$ cat src/rtl/spi_mem_slave_burst.sv
// SPI mode-0 slave with command/address/data framing and burst access to an internal RAM.
// Optional status command (8'h05) is built when SPI_STATUS_EN is defined.
module spi_mem_slave_burst #(
  parameter int ADDR_W = 8,
  parameter int DATA_W = 8,
  parameter int CMD_W  = 8
) (
  input  logic clk,
  input  logic rst,
  input  logic sclk,
  input  logic cs_n,
  input  logic mosi,
  output logic miso,
  output logic miso_oe,
  output logic busy,
  output logic wr_pulse,
  output logic rd_pulse
);

  localparam int DEPTH = 2**ADDR_W;
  localparam int MAX_AC = (CMD_W > ADDR_W) ? CMD_W : ADDR_W;
  localparam int SH_W   = (MAX_AC > DATA_W) ? MAX_AC : DATA_W;
  localparam int CNT_W  = $clog2(SH_W + 1);

  localparam logic [CNT_W-1:0]  CMD_LAST  = CNT_W'(CMD_W - 1);
  localparam logic [CNT_W-1:0]  ADDR_LAST = CNT_W'(ADDR_W - 1);
  localparam logic [CNT_W-1:0]  DATA_LAST = CNT_W'(DATA_W - 1);
  localparam logic [CNT_W-1:0]  CNT_ONE   = {{(CNT_W-1){1'b0}}, 1'b1};
  localparam logic [ADDR_W-1:0] ADDR_ONE  = {{(ADDR_W-1){1'b0}}, 1'b1};
  localparam logic [CMD_W-1:0]  CMD_WRITE = CMD_W'(8'h02);
  localparam logic [CMD_W-1:0]  CMD_READ  = CMD_W'(8'h03);
`ifdef SPI_STATUS_EN
  localparam logic [CMD_W-1:0]  CMD_STATUS = CMD_W'(8'h05);
`endif

  localparam logic [2:0] ST_IDLE    = 3'd0;
  localparam logic [2:0] ST_CMD     = 3'd1;
  localparam logic [2:0] ST_ADDR    = 3'd2;
  localparam logic [2:0] ST_WDATA   = 3'd3;
  localparam logic [2:0] ST_RDATA   = 3'd4;
  localparam logic [2:0] ST_DISCARD = 3'd5;
  localparam logic [2:0] ST_STATUS  = 3'd6;

  logic [2:0]        sclk_sync_r;
  logic [1:0]        cs_sync_r;
  logic [1:0]        mosi_sync_r;
  logic              sclk_rise_s;
  logic              sclk_fall_s;
  logic              cs_n_s;
  logic              mosi_s;

  logic [2:0]        state_r;
  logic [CNT_W-1:0]  cnt_r;
  logic [SH_W-2:0]   rx_r;
  logic [SH_W-1:0]   rx_next_s;
  logic [DATA_W-2:0] tx_r;
  logic [ADDR_W-1:0] addr_r;
  logic              is_wr_r;
  logic              word_done_r;
  logic [1:0]        load_dly_r;

  logic              we_r;
  logic [ADDR_W-1:0] waddr_r;
  logic [DATA_W-1:0] wdata_r;
  logic [DATA_W-1:0] rdata_r;
  logic [DATA_W-1:0] mem [DEPTH];

  logic [DATA_W-1:0] status_word_s;
  logic [DATA_W-1:0] load_word_s;
  logic              is_mem_s;

  logic              miso_r;
  logic              miso_oe_r;
  logic              busy_r;
  logic              wr_pulse_r;
  logic              rd_pulse_r;

  assign sclk_rise_s = sclk_sync_r[1] & ~sclk_sync_r[2];
  assign sclk_fall_s = ~sclk_sync_r[1] & sclk_sync_r[2];
  assign cs_n_s      = cs_sync_r[1];
  assign mosi_s      = mosi_sync_r[1];
  assign rx_next_s   = {rx_r, mosi_s};

  assign is_mem_s    = (state_r == ST_RDATA);
  assign load_word_s = is_mem_s ? rdata_r : status_word_s;

  assign miso     = miso_r;
  assign miso_oe  = miso_oe_r;
  assign busy     = busy_r;
  assign wr_pulse = wr_pulse_r;
  assign rd_pulse = rd_pulse_r;

  // bring the SPI pins into the clk domain; mosi shares sclk's latency so samples line up
  always_ff @(posedge clk or negedge rst) begin
    if (!rst) begin
      sclk_sync_r <= 3'b000;
      cs_sync_r   <= 2'b11;
      mosi_sync_r <= 2'b00;
    end else begin
      sclk_sync_r <= {sclk_sync_r[1:0], sclk};
      cs_sync_r   <= {cs_sync_r[0], cs_n};
      mosi_sync_r <= {mosi_sync_r[0], mosi};
    end
  end

  // frame sequencer: decodes command/address, drives write strobes and the miso shifter
  always_ff @(posedge clk or negedge rst) begin
    if (!rst) begin
      state_r     <= ST_IDLE;
      cnt_r       <= '0;
      rx_r        <= '0;
      tx_r        <= '0;
      addr_r      <= '0;
      is_wr_r     <= 1'b0;
      word_done_r <= 1'b0;
      load_dly_r  <= 2'b00;
      we_r        <= 1'b0;
      waddr_r     <= '0;
      wdata_r     <= '0;
      miso_r      <= 1'b0;
      miso_oe_r   <= 1'b0;
      busy_r      <= 1'b0;
      wr_pulse_r  <= 1'b0;
      rd_pulse_r  <= 1'b0;
    end else begin
      wr_pulse_r <= 1'b0;
      rd_pulse_r <= 1'b0;
      we_r       <= 1'b0;
      // chip select wins over any word completing in the same cycle
      if (cs_n_s) begin
        state_r     <= ST_IDLE;
        cnt_r       <= '0;
        word_done_r <= 1'b0;
        load_dly_r  <= 2'b00;
        miso_r      <= 1'b0;
        miso_oe_r   <= 1'b0;
        busy_r      <= 1'b0;
      end else begin
        busy_r <= 1'b1;
        case (state_r)
          ST_IDLE: begin
            state_r <= ST_CMD;
            cnt_r   <= '0;
          end
          ST_CMD: begin
            if (sclk_rise_s) begin
              rx_r <= rx_next_s[SH_W-2:0];
              if (cnt_r == CMD_LAST) begin
                cnt_r <= '0;
                if (rx_next_s[CMD_W-1:0] == CMD_WRITE) begin
                  state_r <= ST_ADDR;
                  is_wr_r <= 1'b1;
                end else if (rx_next_s[CMD_W-1:0] == CMD_READ) begin
                  state_r <= ST_ADDR;
                  is_wr_r <= 1'b0;
`ifdef SPI_STATUS_EN
                end else if (rx_next_s[CMD_W-1:0] == CMD_STATUS) begin
                  state_r     <= ST_STATUS;
                  miso_oe_r   <= 1'b1;
                  load_dly_r  <= 2'b01;
                  word_done_r <= 1'b0;
`endif
                end else begin
                  state_r <= ST_DISCARD;
                end
              end else begin
                cnt_r <= cnt_r + CNT_ONE;
              end
            end
          end
          ST_ADDR: begin
            if (sclk_rise_s) begin
              rx_r <= rx_next_s[SH_W-2:0];
              if (cnt_r == ADDR_LAST) begin
                cnt_r  <= '0;
                addr_r <= rx_next_s[ADDR_W-1:0];
                if (is_wr_r) begin
                  state_r <= ST_WDATA;
                end else begin
                  state_r     <= ST_RDATA;
                  miso_oe_r   <= 1'b1;
                  load_dly_r  <= 2'b01;
                  word_done_r <= 1'b0;
                end
              end else begin
                cnt_r <= cnt_r + CNT_ONE;
              end
            end
          end
          ST_WDATA: begin
            if (sclk_rise_s) begin
              rx_r <= rx_next_s[SH_W-2:0];
              if (cnt_r == DATA_LAST) begin
                cnt_r      <= '0;
                we_r       <= 1'b1;
                wr_pulse_r <= 1'b1;
                waddr_r    <= addr_r;
                wdata_r    <= rx_next_s[DATA_W-1:0];
                addr_r     <= addr_r + ADDR_ONE;
              end else begin
                cnt_r <= cnt_r + CNT_ONE;
              end
            end
          end
          // load_dly waits for the registered RAM read of a freshly set address
          ST_RDATA, ST_STATUS: begin
            load_dly_r <= {load_dly_r[0], 1'b0};
            if (load_dly_r[1] || (sclk_fall_s && word_done_r)) begin
              word_done_r <= 1'b0;
              tx_r        <= load_word_s[DATA_W-2:0];
              miso_r      <= load_word_s[DATA_W-1];
              if (is_mem_s) begin
                rd_pulse_r <= 1'b1;
                addr_r     <= addr_r + ADDR_ONE;
              end
            end else if (sclk_fall_s && (cnt_r != '0)) begin
              miso_r <= tx_r[DATA_W-2];
              tx_r   <= {tx_r[DATA_W-3:0], 1'b0};
            end
            if (sclk_rise_s) begin
              if (cnt_r == DATA_LAST) begin
                cnt_r       <= '0;
                word_done_r <= 1'b1;
              end else begin
                cnt_r <= cnt_r + CNT_ONE;
              end
            end
          end
          ST_DISCARD: begin
            state_r <= ST_DISCARD;
          end
          default: begin
            state_r <= ST_IDLE;
          end
        endcase
      end
    end
  end

`ifdef SPI_STATUS_EN
  logic err_r;
  logic wr_done_r;

  assign status_word_s = {{(DATA_W-2){1'b0}}, err_r, wr_done_r};

  // sticky status bits, cleared when a status frame closes
  always_ff @(posedge clk or negedge rst) begin
    if (!rst) begin
      err_r     <= 1'b0;
      wr_done_r <= 1'b0;
    end else if (cs_n_s && (state_r == ST_STATUS)) begin
      err_r     <= 1'b0;
      wr_done_r <= 1'b0;
    end else begin
      if (state_r == ST_DISCARD) begin
        err_r <= 1'b1;
      end
      if (we_r) begin
        wr_done_r <= 1'b1;
      end
    end
  end
`else
  assign status_word_s = '0;
`endif

  // RAM: single write port, registered read that always follows addr_r
  always_ff @(posedge clk) begin
    if (we_r) begin
      mem[waddr_r] <= wdata_r;
    end
    rdata_r <= mem[addr_r];
  end

endmodule
$ cat config.mk
export PLATFORM = sky130hd
export DESIGN_NAME = spi_mem_slave_burst
export DESIGN_NICKNAME = d
export VERILOG_FILES = /design/src/rtl/spi_mem_slave_burst.sv
export SDC_FILE = /design/constraint.sdc
export NUM_CORES = 2
export LEC_CHECK = 0
export ABC_AREA = 1
export CORE_AREA = 2 2 408 491
export DETAILED_ROUTE_END_ITERATION = 8
export DIE_AREA = 0 0 410 493
export HOLD_SLACK_MARGIN = 0.02
export PLACE_DENSITY_LB_ADDON = 0.12
export SYNTH_ARGS = -nofsm -noshare
export SYNTH_HDL_FRONTEND = slang
export SYNTH_SLANG_ARGS = --single-unit
export TNS_END_PERCENT = 100
$ cat constraint.sdc
create_clock -name clk -period 5 [get_ports clk]
set_input_delay 1 -clock clk [delete_from_list [all_inputs] [get_ports clk]]
set_output_delay 1 -clock clk [all_outputs]
set_load 0.01 [all_outputs]
==> impl_metrics.json <==
{
  "dp_hpwl_mm": 145.6,
  "synth_cell_type_count": 38,
  "grt_max_degree": 160,
  "maxSlewViolCount": 0,
  "first_iter_violations": 5895,
  "post-route-period-util_pct": 80.58,
  "cts-buffers-inserted": 210,
  "critical_path.slowest_cell": "inv_8",
  "fin_skew_ps": 27.22,
  "root_buffer": "clkbuf_16",
  "grt_pass1_vias": 56132,
  "synth_top_family_by_area": "simple AND/OR/NAND/NOR gates",
  "async_reset_ff_share_pct": 2.881,
  "clk_pin_slew_worst_paths_ps": 70,
  "num_rows": 179,
  "ys_warn_count": 0,
  "path_common_cell": "nand2_1",
  "grt-ovfl-total": 0,
  "path_buf_inv": 4,
  "ant_nets": 0,
  "drc": 0,
  "synth_mux_area_share_pct": 0,
  "finalNonFillerCells": 10732,
  "synthCells": 8057,
  "synth-xor-area-share_pct": 0.03962,
  "max-clock-path-buffers": 3,
  "syn_area_per_cell_um2": 10.98,
  "grt_first_pass_wirelength_mm": 381.8,
  "maxCapViolCount": 0,
  "ys.flop_type": "edfxtp_1",
  "synth_compound_area_share_pct": 5.566,
  "wirelength_mm": 258.0,
  "min_period_ps": 4029,
  "tightest_slew_ps": 1213,
  "finalHoldViolCount": 0,
  "route.vias.total": 58199,
  "path_delay_family": "buffers and inverters",
  "postCtsSetupBuffers": 0,
  "synth-edff-count": 2048,
  "dp.cells": 10340,
  "end_kind": "register",
  "synth_top_cell_area_share_pct": 69.54,
  "port_buffers": 9,
  "vdd_drop_max_mv": 0.9682,
  "drive_above_1_share_pct": 5.392,
  "synth_fp_nets": 8065,
  "gr-usage-all-layers_pct": 25.39,
  "yosysMostFrequentCell": "edfxtp_1",
  "drt-vias-per-instance": 5.423,
  "placed_area_mm2": 0.09086,
  "synth-seq-cells": 2117,
  "clk_latency_ps": 850,
  "ios": 10,
  "rr_startpoint": "addr_r[1]",
  "yosysTopAreaCell": "edfxtp_1",
  "cts_resized": 0,
  "initial_core_util_pct": 44.82,
  "die_w_um": 410,
  "startpoint": "addr_r[1]",
  "path_class": "reg -> reg",
  "hold_class": "in -> async",
  "cts_tree": "done",
  "final_area_mm2": 0.09735,
  "netlist_top_cells_area": "edfxtp_1 (70%), nand2_1 (8.5%), nor2_1 (5.9%)",
  "synth.top_cells.by_count": "edfxtp_1 (2048), nand2_1 (1993), nor2_1 (1396), o21ai_0 (616), nand3_1 (600)",
  "crit_chain": "inv_8 -> buf_4 -> buf_4 -> nand3_1 -> nand2_1 -> nand2_1 -> nand2_1 -> inv_1 -> a21oi_1 -> nor2_1 -> nand2_1 -> nand3_1 -> nand2_1",
  "status": "finished clean",
  "dr.pass1.iters": 7,
  "wl_met2_mm": 122.6,
  "slew-limit-headroom_pct": 18.92,
  "fmax_ghz": 0.2482,
  "p_leak_nw": 34.56,
  "critPathMaxStageDelay_ps": 720,
  "synth_seq_area_share_pct": 71.45,
  "synth_fa_ha_area_share_pct": 0.04245,
  "die_h_um": 493,
  "fin_nets": 7936,
  "required_ps": 5790,
  "synthSimpleGateAreaFrac_pct": 17.93,
  "crit_path_start_kind": "register",
  "setup_viol": 0,
  "rsz0062_at_grt": "false",
  "place_congestion": 0.8432,
  "dieArea_mm2": 0.2021,
  "ctsHtreeMaxLevel": 4,
  "antenna_found_initial": 11,
  "fp.coreArea_mm2": 0.1973,
  "setup_tns_ps": 0,
  "top_layer_used": "met5",
  "critical_path_arrival_ps": 4820,
  "wl_met1_mm": 109.8,
  "synth.cell_area_mm2": 0.08843,
  "wl_per_cell_um": 24.04,
  "area_growth_syn_to_layout_pct": 10.09,
  "wl_met3_mm": 16.92,
  "clock-sinks": 2117,
  "critPathMaxFanout": 107,
  "cts_hold_buffers": 0,
  "p_per_area_mw_per_mm2": 508.8
}
## worst reg2reg max path, cell delays in order (launching register included)
cell,delay [ps]
dfrtp_4,620
inv_8,730
buf_4,430
buf_4,360
nand3_1,120
nand2_1,90
nand2_1,50
nand2_1,130
inv_1,50
a21oi_1,570
nor2_1,370
nand2_1,150
nand3_1,180
nand2_1,120
## kinds of logic (layout without fill, tap and decap cells)
| family | Yosys count | count (layout) |
|---|---|---|
| AND/OR/NAND/NOR | 4009 | 4009 |
| flip-flops | 2117 | 2117 |
| buffers and inverters | 1003 | 1050 |
| AO/OA/AOI/OAI | 921 | 921 |
| XOR/XNOR | 4 | 4 |
| adder cells (fa/ha/maj) | 3 | 3 |
| other | 0 | 4 |
## power by group
| part | switching (mW) | internal, mW |
|---|---|---|
| Sequential | 0.264 | 19.3 |
| Clock | 6.75 | 8.40 |
| Combinational | 11.0 | 3.88 |
| Total | 18.0 | 31.5 |
## metrics by stage
stage,setup slack [ps],util [%],hold WS [ps],power (mW)
2_1_floorplan,1013,-,331.2,29.45
3_3_place_gp,979.4,46.05,334.1,34.73
3_5_place_dp,968.4,46.05,338.9,34.71
4_1_cts,954.3,49.33,189.2,49.75
5_1_grt,897.6,49.34,244.9,51.89
6_report,971.0,49.34,219.1,49.53
## worst paths after layout
kind / slack (ps) / cells after the start / to
min in group clk: 350 / 0 / mosi_sync_r[1]
min reg2reg: 350 / 0 / mosi_sync_r[1]
max: 970 / 13 / rdata_r[2]
max in group asynchronous: 3670 / 2 / addr_r[2]
max reg2reg: 970 / 13 / rdata_r[2]
min: 220 / 1 / sclk_sync_r[0]
## final cells by class
class | count | area (um^2)
Inverter | 532 | 2022
Antenna cell | 4 | 10.01
Sequential cell | 2117 | 63230
Tap cell | 2624 | 3283
Timing Repair Buffer | 130 | 1456
Multi-Input combinational cell | 4937 | 20870
Clock inverter | 103 | 718.2
Clock buffer | 285 | 5763
Fill cell | 17475 | 99960
## metal layers
layer	track usage (%)	vias to the layer above
met5	0	-
met4	8.666	2
met3	3.534	367
met2	40.96	1982
met1	35.47	28894
li1	-	26954
## placed cells by master (no fill, tap or decap), drive strengths merged, types with 3 or more instances in the layout
| cell | n |
|---|---|
| dfrtp | 59 |
| nor3 | 7 |
| nand2 | 1993 |
| clkdlybuf4s50 | 8 |
| nand3 | 600 |
| and3 | 4 |
| bufinv | 7 |
| dfxtp | 8 |
| edfxtp | 2048 |
| a21oi | 113 |
| xor2 | 4 |
| diode | 4 |
| inv | 534 |
| o211ai | 110 |
| or2 | 5 |
| a31oi | 7 |
| clkinv | 92 |
| buf | 122 |
| nor2 | 1397 |
| clkbuf | 285 |
| o21ai | 679 |
| ha | 3 |
| o22ai | 5 |
## flip-flops by register name (all words and copies together) (netlist names), 3 cells and up
name	cells
addr_r	8
tx_r	7
mem	2048
wdata_r	8
waddr_r	8
rx_r	7
cnt_r	4
sclk_sync_r	3
rdata_r	8
state_r	3
(Power assumes the default switching activity.)
